### config.mk
export PLATFORM = sky130hd
export DESIGN_NAME = clk_div_ctrl
export DESIGN_NICKNAME = d
export VERILOG_FILES = /design/src/rtl/clk_div_pkg.sv /design/src/rtl/clk_div_core.sv /design/src/rtl/clk_div_ctrl.sv
export SDC_FILE = /design/constraint.sdc
export NUM_CORES = 1
export LEC_CHECK = 0
export CAP_MARGIN = 20
export CORE_UTILIZATION = 58
export CTS_BUF_LIST = sky130_fd_sc_hd__clkbuf_16
export DETAILED_ROUTE_END_ITERATION = 10
export HOLD_SLACK_MARGIN = 0.12
export PLACE_DENSITY_LB_ADDON = 0.05
export RECOVER_POWER = 25
export SLEW_MARGIN = 40
export SYNTH_ARGS = -nofsm -noshare
export SYNTH_HDL_FRONTEND = slang
export SYNTH_SLANG_ARGS = --single-unit
### constraint.sdc
create_clock -name clk_in -period 5.12 [get_ports clk_in]
set_input_delay 1.536 -clock clk_in [delete_from_list [all_inputs] [get_ports clk_in]]
set_output_delay 1.536 -clock clk_in [all_outputs]
set_load 0.1 [all_outputs]
### src/rtl/clk_div_pkg.sv
// ============================================================================
// Module : clk_div_pkg
// Brief  : Shared state encoding and limits for the clk_div_ctrl block.
// Rev    : 1.0  initial release
// ============================================================================
`default_nettype none

package clk_div_pkg;

    typedef enum logic [1:0] {
        OFF      = 2'd0,
        RUN      = 2'd1,
        STOPPING = 2'd2
    } state_t;

    localparam int MIN_DIV = 2;

endpackage

`default_nettype wire

### src/rtl/clk_div_core.sv
// ============================================================================
// Module : clk_div_core
// Brief  : Divide counter with registered clk_out and end-of-period tick.
// Rev    : 1.0  initial release
// ============================================================================
`default_nettype none

module clk_div_core #(
    parameter int W = 16
) (
    input  logic         clk,
    input  logic         rst_n,
    input  logic         run,
    input  logic         load,
    input  logic [W-1:0] div,
    output logic         wrap,
    output logic         clk_out,
    output logic         tick
);

    logic [W-1:0] r_cnt;
    logic         r_clk_out;
    logic         r_tick;
    logic [W-1:0] w_last;
    logic [W-1:0] w_half;
    logic [W-1:0] w_cnt_next;

    assign w_last     = div - W'(1);
    assign w_half     = div >> 1;
    assign wrap       = (r_cnt == w_last);
    assign w_cnt_next = wrap ? '0 : r_cnt + W'(1);

    always_ff @(posedge clk or negedge rst_n) begin
        if (!rst_n) begin
            r_cnt     <= '0;
            r_clk_out <= 1'b0;
            r_tick    <= 1'b0;
        end else if (!run) begin
            r_cnt     <= '0;
            r_clk_out <= 1'b0;
            r_tick    <= 1'b0;
        end else if (load) begin
            // Every legal divisor has a high half of at least one cycle.
            r_cnt     <= '0;
            r_clk_out <= 1'b1;
            r_tick    <= 1'b0;
        end else begin
            r_cnt     <= w_cnt_next;
            r_clk_out <= (w_cnt_next < w_half);
            r_tick    <= (w_cnt_next == w_last);
        end
    end

    assign clk_out = r_clk_out;
    assign tick    = r_tick;

endmodule

`default_nettype wire

### src/rtl/clk_div_ctrl.sv
// ============================================================================
// Module : clk_div_ctrl
// Brief  : Programmable clock divider with glitch-free start/stop and divisor
//          changes deferred to period boundaries. Optional period counter
//          enabled by defining CLK_DIV_CTRL_PERIOD_CNT_EN.
// Rev    : 1.0  initial release
// ============================================================================
`default_nettype none

module clk_div_ctrl
    import clk_div_pkg::*;
#(
    parameter int W           = 16,
    parameter int DEFAULT_DIV = 10
) (
    input  logic         clk_in,
    input  logic         rst_n,
    input  logic         en,
    input  logic         div_valid,
    input  logic [W-1:0] div_value,
    output logic         div_ready,
    output logic         clk_out,
    output logic         tick,
    output logic         busy,
    output logic         err,
`ifdef CLK_DIV_CTRL_PERIOD_CNT_EN
    output logic [15:0]  period_cnt,
`endif
    output logic [W-1:0] cur_div
);

    state_t       r_state;
    state_t       w_state_next;
    logic [W-1:0] r_cur_div;
    logic [W-1:0] r_pend_div;
    logic         r_pend_valid;
    logic         r_err;
    logic         w_wrap_raw;
    logic         w_wrap;
    logic         w_xfer;
    logic         w_bad;
    logic         w_apply;
    logic         w_start;
    logic         w_run;

    assign w_xfer  = div_valid & ~r_pend_valid;
    assign w_bad   = (div_value < W'(MIN_DIV));
    assign w_wrap  = (r_state != OFF) & w_wrap_raw;
    // The pending flag is sampled before this edge, so a value captured on a
    // wrap edge waits for the next wrap.
    assign w_apply = w_wrap & r_pend_valid;

    always_ff @(posedge clk_in or negedge rst_n) begin
        if (!rst_n) r_state <= OFF;
        else        r_state <= w_state_next;
    end

    always_comb begin
        w_state_next = r_state;
        w_start      = 1'b0;
        w_run        = 1'b0;
        case (r_state)
            OFF: begin
                if (en) begin
                    w_state_next = RUN;
                    w_start      = 1'b1;
                    w_run        = 1'b1;
                end
            end
            RUN: begin
                w_run = 1'b1;
                if (!en) w_state_next = STOPPING;
            end
            STOPPING: begin
                if (en) begin
                    w_state_next = RUN;
                    w_run        = 1'b1;
                end else if (w_wrap) begin
                    w_state_next = OFF;
                end else begin
                    w_run = 1'b1;
                end
            end
            default: w_state_next = OFF;
        endcase
    end

    always_ff @(posedge clk_in or negedge rst_n) begin
        if (!rst_n) begin
            r_cur_div    <= W'(DEFAULT_DIV);
            r_pend_div   <= '0;
            r_pend_valid <= 1'b0;
            r_err        <= 1'b0;
        end else begin
            r_err <= w_xfer & w_bad;
            if (w_apply) begin
                r_cur_div    <= r_pend_div;
                r_pend_valid <= 1'b0;
            end
            if (w_xfer && !w_bad) begin
                if (r_state == OFF) begin
                    r_cur_div <= div_value;
                end else begin
                    r_pend_div   <= div_value;
                    r_pend_valid <= 1'b1;
                end
            end
        end
    end

    clk_div_core #(
        .W (W)
    ) u_core (
        .clk     (clk_in),
        .rst_n   (rst_n),
        .run     (w_run),
        .load    (w_start | w_apply),
        .div     (r_cur_div),
        .wrap    (w_wrap_raw),
        .clk_out (clk_out),
        .tick    (tick)
    );

`ifdef CLK_DIV_CTRL_PERIOD_CNT_EN
    logic [15:0] r_period_cnt;

    always_ff @(posedge clk_in or negedge rst_n) begin
        if (!rst_n)       r_period_cnt <= '0;
        else if (w_start) r_period_cnt <= '0;
        else if (tick)    r_period_cnt <= r_period_cnt + 16'd1;
    end

    assign period_cnt = r_period_cnt;
`endif

    assign div_ready = ~r_pend_valid;
    assign busy      = (r_state != OFF);
    assign err       = r_err;
    assign cur_div   = r_cur_div;

endmodule

`default_nettype wire

==> tab_implementation.tex <==
\begin{tabular}{lr}
\hline
Metric & Value \\
\hline
\multicolumn{2}{l}{\textbf{Status}} \\
\quad Run status & finished, violations left \\
\quad Violated checks & capacitance limit, slew limit \\
\multicolumn{2}{l}{\textbf{Yosys}} \\
\quad Number of synthesized register bits & between 50 and 60 \\
\quad Fraction of the yosys area taken by sequential cells & 32.89\% \\
\quad Most used standard cells in the synthesized netlist & 72 x sky130\_fd\_sc\_hd\_\_nor2\_1, 52 x sky130\_fd\_sc\_hd\_\_dfrtp\_1, 29 x sky130\_fd\_sc\_hd\_\_a21oi\_1, 29 x sky130\_fd\_sc\_hd\_\_nand2\_1, 26 x sky130\_fd\_sc\_hd\_\_xnor2\_1 \\
\quad Post-synth cell types & 67 \\
\quad Area share of the leading cell type in the synthesized netlist & between 30\% and 40\% \\
\quad Yosys warnings & 0 \\
\quad Synthesized instance count & approximately 480 \\
\quad Top area cells in the synthesized netlist & sky130\_fd\_sc\_hd\_\_dfrtp\_1 32\%, sky130\_fd\_sc\_hd\_\_nor2\_1 6.6\%, sky130\_fd\_sc\_hd\_\_xnor2\_1 5.5\% \\
\quad Top cell type by total area after synthesis & sky130\_fd\_sc\_hd\_\_dfrtp\_1 \\
\quad Flip-flop cell with the highest count after synthesis & sky130\_fd\_sc\_hd\_\_dfrtp\_1 \\
\quad Share of async-settable or async-resettable flops after synthesis & 100.0\% \\
\quad Post-synthesis cell area & 4116 sq um \\
\quad Post-Synthesis Net Count & 511 \\
\quad Most frequently used cell type in the post-synthesis netlist & sky130\_fd\_sc\_hd\_\_nor2\_1 \\
\quad Number of synthesized flops with an enable pin & 0 \\
\quad Syn Area/Cell & roughly 8.7 sq um \\
\multicolumn{2}{l}{\textbf{Layout}} \\
\quad Footprint of the multi-input gates & $\sim$2500 sq um \\
\quad Sequential cell area & approximately 1400 sq um \\
\quad Antenna Cells & 0 \\
\quad Area added between synthesis and finish & 12.86\% \\
\quad Total number of nets in the final design & between 500 and 600 \\
\quad Layout filler cell count & just under 600 \\
\quad Proportion of layout cells with a drive suffix above 1 & around 14\% \\
\multicolumn{2}{l}{\textbf{Timing}} \\
\quad Number of failing setup endpoints in the final timing report & 0 \\
\quad Relative slew slack & -88.99\% \\
\quad Final period util & 92.20\% \\
\quad Final Slew Violations & 55 \\
\quad Final Skew & about 0.0030 ns \\
\quad Slew at the pin with the worst max-slew slack & around 2.8 ns \\
\quad Total Neg Setup Slack & 0 ns \\
\quad Final count of hold timing violations & 0 \\
\quad Highest attainable clock frequency & between 0.2 and 0.25 GHz \\
\quad Worst setup slack after layout & roughly 0.4 ns \\
\quad RSZ-0062 raised after global routing & no \\
\quad Final worst path period need & 4.720 ns \\
\multicolumn{2}{l}{\textbf{Clock tree}} \\
\quad H-tree depth & 2 \\
\quad Clock latency on the worst-skew pair & 0.30 ns \\
\quad Root buffer selected by CTS & sky130\_fd\_sc\_hd\_\_clkbuf\_16 \\
\quad Clock slew at reported path FFs & 0.07 ns \\
\quad Sinks on the clock net & 54 \\
\quad TritonCTS clock tree & yes \\
\quad Total clock buffers created by CTS & 5 \\
\quad Longest Clk Path Bufs & 2 \\
\quad Post-CTS Hold Buffers & 0 \\
\multicolumn{2}{l}{\textbf{Global routing}} \\
\quad Via count of the first global-routing pass & between 3000 and 4000 \\
\quad First-pass GRT wire length & 17630 microns \\
\quad Global-route usage over all layers & a little over 30\% \\
\quad Overflow left after global routing & 0 \\
\quad Initial antenna violation count & 0 \\
\quad Maximum number of pins on one net before global-route repair & 55 \\
\multicolumn{2}{l}{\textbf{Floorplan}} \\
\quad Die Outline Area & between 7000 and 8000 sq um \\
\quad Top Ports & just over 40 \\
\quad Placement Rows & 30 \\
\quad Die H & between 80 and 90 microns \\
\quad Die Width & 86.25 microns \\
\quad Initial standard-cell utilization of the core & between 60\% and 70\% \\
\quad Core area & between 6000 and 7000 sq um \\
\multicolumn{2}{l}{\textbf{Critical path}} \\
\quad Nature of the critical path endpoint & flip-flop \\
\quad Worst-case reg-to-reg path depth & 20 \\
\quad Worst EP arrival & slightly below 5 ns \\
\quad Critical Path Source Type & flip-flop \\
\quad Worst Setup Path Type & reg2reg \\
\quad Largest driver fanout on the critical path & 14 \\
\quad Critical Path RT & approximately 5.3 ns \\
\quad Slack of the worst reg-to-reg path & around 0.40 ns \\
\multicolumn{2}{l}{\textbf{Power}} \\
\quad Worst VDD drop & 126.7 uV \\
\quad Cell leakage power & a little over 2 nW \\
\quad Overall Power & around 940 uW \\
\quad Pwr Density & 203.3 nW/um\^{}2 \\
\multicolumn{2}{l}{\textbf{Route}} \\
\quad Antenna-violating nets left & 0 \\
\quad Via total after detailed routing & 3680 \\
\quad Total routed wirelength & around 11000 microns \\
\quad Avg WL per Cell & around 18 microns \\
\quad Via density per instance & between 6 and 7 \\
\quad Number of iterations in the first detailed-routing pass & 5 \\
\quad Number of violations reported at the end of detailed-routing iteration 0 & approximately 300 \\
\quad DRC violation count after routing & 0 \\
\multicolumn{2}{l}{\textbf{Placed design}} \\
\quad Setup slack after placement & 0.03640 ns \\
\quad Total of buffers placed on input and output ports & 40 \\
\quad Half-perimeter wire length after placement & 8171 microns \\
\quad Placer Congestion & between 0.9 and 1 \\
\multicolumn{2}{l}{\textbf{Hold path}} \\
\quad Worst Hold Class & reg2reg \\
\quad Depth of the worst hold-timing path & 1 \\
\multicolumn{2}{l}{\textbf{Job}} \\
\quad Max-cap violations & 1 \\
\hline
\end{tabular}
==> cells in the final DEF, fill, tap and decap left out, types with 14 or more instances in the layout <==
master / count
sky130_fd_sc_hd__nand4_1: 14
sky130_fd_sc_hd__xor2_1: 20
sky130_fd_sc_hd__xnor2_1: 26
sky130_fd_sc_hd__nand2_1: 29
sky130_fd_sc_hd__ha_1: 16
sky130_fd_sc_hd__mux2_2: 17
sky130_fd_sc_hd__inv_1: 23
sky130_fd_sc_hd__dfrtp_1: 51
sky130_fd_sc_hd__nor2_1: 72
sky130_fd_sc_hd__mux2i_1: 20
sky130_fd_sc_hd__a21oi_1: 29
sky130_fd_sc_hd__buf_2: 22
sky130_fd_sc_hd__clkdlybuf4s50_1: 18
==> area by class of cell <==
| cell class | instances | share of cell area [%] |
|---|---|---|
| Timing Repair Buffer | 50 | 7.783 |
| Inverter | 23 | 1.858 |
| Clock inverter | 3 | 1.023 |
| Sequential cell | 54 | 29.17 |
| Multi-Input combinational cell | 370 | 54.89 |
| Tap cell | 96 | 2.586 |
| Clock buffer | 5 | 2.693 |
==> metrics by stage <==
step | cell area (sq um) | instances | hold slack, ns | utilization (%)
final | 4646 | 601 | 0.4888 | 68.00
after global routing | 4646 | 601 | 0.5163 | 68.00
after CTS | 4618 | 599 | 0.4944 | 67.60
after detailed placement | 4444 | 591 | 0.4854 | 65.05
after global placement | 4549 | 591 | 0.4766 | 66.59
after floorplan | 4118 | 475 | 0.4449 | -
==> sequential cells by signal, summed over array words and instances, names as in the netlist <==
name	cells
cur_div	16
u_core.r_cnt	16
r_pend_valid	1
u_core.clk_out	1
err	1
r_pend_div	16
r_state	2
u_core.tick	1
==> what timing repair did <==
item / 4_1_cts / 5_1_grt
gates resized for setup: 1 / 3
endpoints found under the setup margin: 1 / 1
pin swaps: 0 / 0
setup buffers: 0 / 2
cloned: 0 / 0
==> path summary, 6_finish.rpt <==
check / startpoint / end
worst min register to register: r_pend_valid / err
min in group asynchronous: rst_n / u_core.r_cnt[0]
max in group asynchronous: rst_n / cur_div[0]
worst min-delay path: r_pend_valid / err
worst max register to register: cur_div[0] / u_core.clk_out
worst max-delay path: cur_div[0] / u_core.clk_out
==> per-layer routing <==
layer	wire length, microns	part of all wire (%)	track usage [%]
met2	5103	48	50.79
met3	572	5.3	3.714
met5	0	0	0
met1	4821	45	42.04
met4	224	2.1	8.939
==> where the power goes <==
group	switching [mW]	internal [mW]
registers	0.0154	0.433
logic	0.0610	0.0351
clock network	0.166	0.234
total	0.243	0.702
==> worst max-delay path, stage by stage, from the launching register on <==
cell,delay [ns]
sky130_fd_sc_hd__dfrtp_2,0.45
sky130_fd_sc_hd__inv_1,0.11
sky130_fd_sc_hd__ha_1,0.25
sky130_fd_sc_hd__nor4b_4,0.41
sky130_fd_sc_hd__mux2_2,0.40
sky130_fd_sc_hd__a221oi_1,0.20
sky130_fd_sc_hd__and3_1,0.20
sky130_fd_sc_hd__nand4_1,0.13
sky130_fd_sc_hd__nor4_2,0.33
sky130_fd_sc_hd__and2_4,0.31
sky130_fd_sc_hd__nor2_1,0.08
sky130_fd_sc_hd__ha_1,0.31
sky130_fd_sc_hd__a21oi_1,0.15
sky130_fd_sc_hd__o21ai_0,0.14
sky130_fd_sc_hd__o21ai_0,0.27
sky130_fd_sc_hd__nor2_1,0.09
sky130_fd_sc_hd__a211o_1,0.31
sky130_fd_sc_hd__nor2_1,0.15
sky130_fd_sc_hd__and3_1,0.17
sky130_fd_sc_hd__a21oi_1,0.04
sky130_fd_sc_hd__o21ai_0,0.15
==> cell families (layout without fill, tap and decap cells) <==
group	count (synthesis)	count (layout)	share of synthesized area, %
AND/OR/NAND/NOR	186	186	23.10
AO/OA/AOI/OAI	84	84	13.71
flip-flops	54	54	32.89
buffers and inverters	51	81	5.592
XOR/XNOR	47	47	10.33
multiplexers	37	37	9.514
adder cells (fa/ha/maj)	16	16	4.863
Power figures use the tool's default switching activity.
